**src/rtl/uart_frame_rx.sv**
```systemverilog
// uart_frame_rx: oversampled UART receiver that packs FRAME_BYTES bytes into one frame word.
// Define UART_PARITY_EN for 8E1 framing with even parity; the default build is 8N1.
module uart_frame_rx #(
  parameter int unsigned CLK_HZ       = 50_000_000,
  parameter int unsigned BAUD         = 9600,
  parameter int unsigned OVERSAMPLE   = 16,
  parameter int unsigned FRAME_BYTES  = 2,
  parameter int unsigned TIMEOUT_BITS = 20
) (
  input  logic                     clk,
  input  logic                     rst_n,
  input  logic                     rx,
  output logic [8*FRAME_BYTES-1:0] frame_data,
  output logic                     frame_valid,
  output logic                     frame_err,
  output logic                     busy
);

  localparam int unsigned DIV_RAW  = CLK_HZ / (BAUD * OVERSAMPLE);
  localparam int unsigned DIV      = (DIV_RAW < 1) ? 1 : DIV_RAW;
  localparam int unsigned DIV_W    = (DIV > 1) ? $clog2(DIV) : 1;
  localparam int unsigned SMP_W    = $clog2(OVERSAMPLE);
  localparam int unsigned HALF     = OVERSAMPLE / 2;
  localparam int unsigned IDX_W    = (FRAME_BYTES > 1) ? $clog2(FRAME_BYTES) : 1;
  localparam int unsigned TO_LIMIT = TIMEOUT_BITS * OVERSAMPLE;
  localparam int unsigned TO_W     = $clog2(TO_LIMIT + 1);
  localparam int unsigned FW       = 8 * FRAME_BYTES;

  localparam logic [2:0] S_IDLE   = 3'd0;
  localparam logic [2:0] S_START  = 3'd1;
  localparam logic [2:0] S_DATA   = 3'd2;
`ifdef UART_PARITY_EN
  localparam logic [2:0] S_PARITY = 3'd3;
`endif
  localparam logic [2:0] S_STOP   = 3'd4;

  logic             rx_meta_q, rx_sync_q, rx_prev_q;
  logic [DIV_W-1:0] div_cnt_q, div_cnt_d;
  logic [2:0]       state_q, state_d;
  logic [SMP_W-1:0] smp_cnt_q, smp_cnt_d;
  logic [2:0]       bit_cnt_q, bit_cnt_d;
  logic [7:0]       shift_q, shift_d;
  logic [IDX_W-1:0] byte_idx_q, byte_idx_d;
  logic [FW-1:0]    shadow_q, shadow_d, shadow_nxt;
  logic [FW-1:0]    frame_data_q, frame_data_d;
  logic             frame_valid_q, frame_valid_d;
  logic             frame_err_q, frame_err_d;
  logic [TO_W-1:0]  to_cnt_q, to_cnt_d;
  logic             stop_wait_q, stop_wait_d;
  logic             tick, start_edge, par_ok;

`ifdef UART_PARITY_EN
  logic par_err_q, par_err_d;
  assign par_ok = !par_err_q;
`else
  assign par_ok = 1'b1;
`endif

  assign tick       = (div_cnt_q == DIV_W'(DIV - 1));
  assign start_edge = (state_q == S_IDLE) && rx_prev_q && !rx_sync_q;

  always_comb begin
    // NOTE: every *_d is given its hold value first, so no branch of the case below can leave one unassigned and infer a latch.
    state_d       = state_q;
    smp_cnt_d     = smp_cnt_q;
    bit_cnt_d     = bit_cnt_q;
    shift_d       = shift_q;
    byte_idx_d    = byte_idx_q;
    shadow_d      = shadow_q;
    frame_data_d  = frame_data_q;
    frame_valid_d = 1'b0;
    frame_err_d   = 1'b0;
    to_cnt_d      = to_cnt_q;
    stop_wait_d   = stop_wait_q;
`ifdef UART_PARITY_EN
    par_err_d     = par_err_q;
`endif

    // The baud divider restarts on a start edge so mid-bit sampling is aligned to that edge.
    if (start_edge || tick) div_cnt_d = '0;
    else                    div_cnt_d = div_cnt_q + DIV_W'(1);

    shadow_nxt = shadow_q;
    for (int k = 0; k < FRAME_BYTES; k++) begin
      if (byte_idx_q == IDX_W'(k)) shadow_nxt[8*(FRAME_BYTES-1-k) +: 8] = shift_q;
    end

    case (state_q)
      S_IDLE: begin
        if (start_edge) begin
          state_d  = S_START;
          smp_cnt_d = '0;
          to_cnt_d = '0;
`ifdef UART_PARITY_EN
          par_err_d = 1'b0;
`endif
        end else if (byte_idx_q != '0) begin
          // A partial frame is abandoned once the line has been idle for too long.
          if (tick) begin
            if (to_cnt_q == TO_W'(TO_LIMIT - 1)) begin
              frame_err_d = 1'b1;
              byte_idx_d  = '0;
              shadow_d    = '0;
              to_cnt_d    = '0;
            end else begin
              to_cnt_d = to_cnt_q + TO_W'(1);
            end
          end
        end else begin
          to_cnt_d = '0;
        end
      end

      S_START: begin
        if (tick) begin
          if (smp_cnt_q == SMP_W'(HALF - 1)) begin
            smp_cnt_d = '0;
            bit_cnt_d = '0;
            state_d   = rx_sync_q ? S_IDLE : S_DATA;
          end else begin
            smp_cnt_d = smp_cnt_q + SMP_W'(1);
          end
        end
      end

      S_DATA: begin
        if (tick) begin
          if (smp_cnt_q == SMP_W'(OVERSAMPLE - 1)) begin
            smp_cnt_d = '0;
            shift_d   = {rx_sync_q, shift_q[7:1]};
            bit_cnt_d = bit_cnt_q + 3'd1;
            if (bit_cnt_q == 3'd7) begin
`ifdef UART_PARITY_EN
              state_d = S_PARITY;
`else
              state_d = S_STOP;
`endif
            end
          end else begin
            smp_cnt_d = smp_cnt_q + SMP_W'(1);
          end
        end
      end

`ifdef UART_PARITY_EN
      S_PARITY: begin
        if (tick) begin
          if (smp_cnt_q == SMP_W'(OVERSAMPLE - 1)) begin
            smp_cnt_d = '0;
            state_d   = S_STOP;
            if ((^shift_q) != rx_sync_q) begin
              par_err_d   = 1'b1;
              frame_err_d = 1'b1;
              byte_idx_d  = '0;
              shadow_d    = '0;
            end
          end else begin
            smp_cnt_d = smp_cnt_q + SMP_W'(1);
          end
        end
      end
`endif

      S_STOP: begin
        if (stop_wait_q) begin
          // After a framing error, hold off until the line is back to idle.
          if (rx_sync_q) begin
            state_d     = S_IDLE;
            stop_wait_d = 1'b0;
          end
        end else if (tick) begin
          if (smp_cnt_q == SMP_W'(OVERSAMPLE - 1)) begin
            smp_cnt_d = '0;
            if (!rx_sync_q) begin
              stop_wait_d = 1'b1;
              if (par_ok) begin
                frame_err_d = 1'b1;
                byte_idx_d  = '0;
                shadow_d    = '0;
              end
            end else begin
              state_d = S_IDLE;
              if (par_ok) begin
                if (byte_idx_q == IDX_W'(FRAME_BYTES - 1)) begin
                  frame_data_d  = shadow_nxt;
                  frame_valid_d = 1'b1;
                  byte_idx_d    = '0;
                  shadow_d      = '0;
                end else begin
                  shadow_d   = shadow_nxt;
                  byte_idx_d = byte_idx_q + IDX_W'(1);
                end
              end
            end
          end else begin
            smp_cnt_d = smp_cnt_q + SMP_W'(1);
          end
        end
      end

      default: state_d = S_IDLE;
    endcase
  end

  // NOTE: sequential state uses non-blocking assignments so every flop samples its pre-edge inputs regardless of statement order.
  always_ff @(posedge clk or negedge rst_n) begin
    if (!rst_n) begin
      rx_meta_q     <= 1'b1;
      rx_sync_q     <= 1'b1;
      rx_prev_q     <= 1'b1;
      div_cnt_q     <= '0;
      state_q       <= S_IDLE;
      smp_cnt_q     <= '0;
      bit_cnt_q     <= '0;
      shift_q       <= '0;
      byte_idx_q    <= '0;
      shadow_q      <= '0;
      frame_data_q  <= '0;
      frame_valid_q <= 1'b0;
      frame_err_q   <= 1'b0;
      to_cnt_q      <= '0;
      stop_wait_q   <= 1'b0;
`ifdef UART_PARITY_EN
      par_err_q     <= 1'b0;
`endif
    end else begin
      rx_meta_q     <= rx;
      rx_sync_q     <= rx_meta_q;
      rx_prev_q     <= rx_sync_q;
      div_cnt_q     <= div_cnt_d;
      state_q       <= state_d;
      smp_cnt_q     <= smp_cnt_d;
      bit_cnt_q     <= bit_cnt_d;
      shift_q       <= shift_d;
      byte_idx_q    <= byte_idx_d;
      shadow_q      <= shadow_d;
      frame_data_q  <= frame_data_d;
      frame_valid_q <= frame_valid_d;
      frame_err_q   <= frame_err_d;
      to_cnt_q      <= to_cnt_d;
      stop_wait_q   <= stop_wait_d;
`ifdef UART_PARITY_EN
      par_err_q     <= par_err_d;
`endif
    end
  end

  assign frame_data  = frame_data_q;
  assign frame_valid = frame_valid_q;
  assign frame_err   = frame_err_q;
  assign busy        = (state_q != S_IDLE) || (byte_idx_q != '0);

endmodule
```
**config.mk**
```make
export PLATFORM = sky130hd
export DESIGN_NAME = uart_frame_rx
export DESIGN_NICKNAME = d
export VERILOG_FILES = /design/src/rtl/uart_frame_rx.sv
export SDC_FILE = /design/constraint.sdc
export NUM_CORES = 1
export LEC_CHECK = 0
export ABC_CLOCK_PERIOD_IN_PS = 2500
export CORE_ASPECT_RATIO = 0.75
export CORE_MARGIN = 2
export CORE_UTILIZATION = 58
export DETAILED_ROUTE_END_ITERATION = 12
export MAX_ROUTING_LAYER = met4
export PLACE_DENSITY_LB_ADDON = 0.25
export SYNTH_ARGS = -nofsm -noshare
export SYNTH_HDL_FRONTEND = slang
export SYNTH_SLANG_ARGS = --single-unit
```
**constraint.sdc**
```tcl
create_clock -name clk -period 2.5 [get_ports clk]
set_input_delay 0.75 -clock clk [delete_from_list [all_inputs] [get_ports clk]]
set_output_delay 0.75 -clock clk [all_outputs]
set_load 0.02 [all_outputs]
```
==> qor.txt <==
Final worst-path cycle share -> 88.9%
Final wirelength -> 6950 um
P_sw -> 0.665 mW
Remaining Overflow, GRT -> 0
Gate power share -> 11.2%
Post-synth EDFFs -> 0
Diode count -> 0
Die height -> 69.8 um
WS Path Type -> flop to flop
Bufs on Longest Clock Path -> 2
Min-delay src -> rx_meta_q
Most numerous cell in the Yosys netlist -> dfrtp_1
Hold Path Depth -> 0
Top cells by count, synth -> 64 x dfrtp_1, 28 x nand2_1, 17 x mux2_1
Synth top area share -> 47.8%
Reg power frac -> 51.6%
Fmax -> 0.450 GHz
Post-DP HPWL -> 4700 um
Status -> completed
Prevailing post-synth register cell -> dfrtp_1
Worst-margin pin slew -> 0.808 ns
#FFs+latches synth -> 67
Worst skew pair latency -> 0.35 ns
Clock-pin slew on the worst setup and hold paths -> 0.07 ns
Hold WC Path Type -> flop to flop
Final hold vios -> 0
Via count -> 2492
MaxCap Viol Count -> 0
Residual DRC count -> 0
First-pass GRT wire length -> 12000 um
Leakage -> 1.69 nW
Critical R2R Launch -> state_q[1]
WP buf/inv -> 0
Initial antenna violation count -> 0
P per Cell Area -> 628 mW/mm2
Critical path required time -> 2.74 ns
Switching Share -> 27.3%
Initial drt markers -> 161
Setup TNS -> 0 ns
CTS root buf -> clkbuf_8
Post-synth ARST share -> 100%
Gpl congestion -> 0.857
Minimum clock period -> 2.22 ns
CTS tree -> built
Slew Viols, Final -> 0
Max stage delay on crit path -> 0.74 ns
Final non-filler cell area -> 0.00387 mm2
Final Setup Violations -> 0
DP Area -> 0.00367 mm2
CP cell instances -> nor3b_2, o311ai_0, nand2_1, a221oi_1
Starting Density -> 61.3%
Cell-internal power -> 1.77 mW
Die ar. -> 0.00641 mm2
Clock Power Share -> 37.2%
Slew HR -> 45.5%
IO Count -> 22
Clock Skew -> 0.00554 ns
Area leader, netlist -> dfrtp_1
Core Rows -> 23
Syn Inst Count -> 301
Largest net degree at the start of global routing -> 68
Total Nets Final -> 338
Worst path arrival time -> 2.46 ns
Setup bufs post-CTS -> 0
Synth Area per Inst -> 11.1 um2
FF-to-FF setup slack -> 0.28 ns
Post-synthesis sequential area ratio -> 50.1%
Die width -> 91.8 um
Syn Nets -> 310
Routed vias/inst -> 6.09
Slowest CP cell -> o311ai_0
Hold EP -> rx_sync_q
# H-tree levels -> 3
GRT Overall Usage -> 24.6%
Layout cells sized above 1 -> 14.4%
Cell Area, Synth -> 0.00335 mm2
CTS sink count -> 67
Drt pass-1 iters -> 4
RSZ-0062 raised after global routing -> false
Antenna-violating nets left -> 0
Netlist cell types -> 55
Top area cells in the synthesized netlist -> dfrtp_1 48%, mux2_1 5.7%, mux2i_1 3.6%, nand2_1 3.1%, mux2_2 2.7%
Worst vdd ir -> 0.000539 V
IO Port Bufs -> 21
CP Capture Type -> flop
Core area -> 0.00547 mm2
Crit Path Max Fanout -> 11
Routed length per placed instance -> 17.0 um
P&R area growth vs syn -> 15.6%
Reg2Reg Depth -> 4
TritonCTS buffer count -> 9
CP startpoint kind -> flop
FF-to-FF End -> smp_cnt_q[2]
Vias in the first global route -> 2385
Warnings from Yosys -> 0
Critical path's top delay family -> compound AO/OA/AOI/OAI gates
## metal layers
| metal | vias up | global-route usage (%) | part of all wire, % | wire, um |
|---|---|---|---|---|
| li1 | 1175 | - | - | - |
| met1 | 1244 | 35.8 | 49 | 3390 |
| met2 | 67 | 34.3 | 45 | 3120 |
| met3 | 6 | 7.28 | 5.6 | 388 |
| met4 | 0 | 5.80 | 0.71 | 49 |
| met5 | - | - | 0 | 0 |
## per-stage QoR
| step | utilization (%) | power [mW] | instances | hold slack, ns | setup slack [ns] |
|---|---|---|---|---|---|
| after floorplan | - | 1.45 | 301 | 0.345 | 0.361 |
| after global placement | 67.0 | 1.53 | 393 | 0.345 | 0.362 |
| after detailed placement | 67.0 | 1.54 | 393 | 0.347 | 0.305 |
| after CTS | 70.8 | 2.45 | 409 | 0.358 | 0.0206 |
| after global routing | 70.9 | 2.57 | 409 | 0.363 | 0.117 |
| final | 70.9 | 2.43 | 409 | 0.360 | 0.278 |
## cell families (layout without fill, tap and decap cells)
logic type                 Yosys count  after routing  share of synthesized area [%]
adders and majority gates            6              6                           2.24
DFF                                 67             67                           50.1
xor gates and xnor gates             8              8                           2.09
buffers and inverters               19             52                           2.39
AOI/OAI and AO/OA                   53             53                           11.6
and+or+nand+nor                    111            111                           19.6
muxes                               37             37                           12.0
## layout make-up
cell class	count	area [um2]
sequential	67	1680
fill	415	1590
multi-input combinational	215	1590
timing repair buffer	28	273
clock buffer	10	138
tap	75	93.8
clock inverter	6	65.1
inverter	8	30.0
## what timing repair did
action | CTS | global route
gates resized for setup | 0 | 4
endpoints found under the setup margin | 0 | 1
hold buffers | 0 | 0
## worst max-delay path by stage
stage                     slack, ns         start        endpoint  cells past startpoint
after floorplan                0.36  div_cnt_q[0]  frame_data[10]                      7
after global placement         0.36    state_q[1]    smp_cnt_q[2]                      4
after detailed placement       0.30  div_cnt_q[0]      shift_q[7]                      6
after CTS                      0.02    state_q[0]            busy                      3
after global routing           0.12  div_cnt_q[0]      shift_q[5]                      6
final                          0.28    state_q[1]    smp_cnt_q[2]                      4
## flip-flops by register name (all words and copies together), names as in the netlist
register	flops
frame_data	16
div_cnt_q	9
to_cnt_q	9
shadow_q	8
shift_q	8
smp_cnt_q	4
bit_cnt_q	3
state_q	3
byte_idx_q	1
frame_err	1
frame_valid	1
rx_meta_q	1
rx_prev_q	1
rx_sync_q	1
stop_wait_q	1
## power groups by stage
stage	Clock (mW)	Sequential (mW)	Combinational (mW)
after floorplan	0	1.24	0.206
after global placement	0	1.27	0.265
after detailed placement	0	1.27	0.270
after CTS	0.928	1.25	0.274
after global routing	0.982	1.27	0.319
final	0.906	1.26	0.272
## cell usage in the layout (no fill, tap or decap), types with 4 or more instances in the layout
cell / n
a21oi_1: 5
a31oi_1: 4
and3_1: 8
buf_4: 6
clkbuf_8: 10
clkdlybuf4s50_1: 19
dfrtp_1: 61
ha_1: 6
inv_1: 8
mux2_1: 17
mux2_2: 8
mux2i_1: 12
nand2_1: 28
nand2b_1: 8
nand3_1: 12
nand4_1: 4
nor2_1: 15
o211ai_1: 6
o21ai_0: 6
o31ai_1: 10
xor2_1: 7
Power figures use the tool's default switching activity.
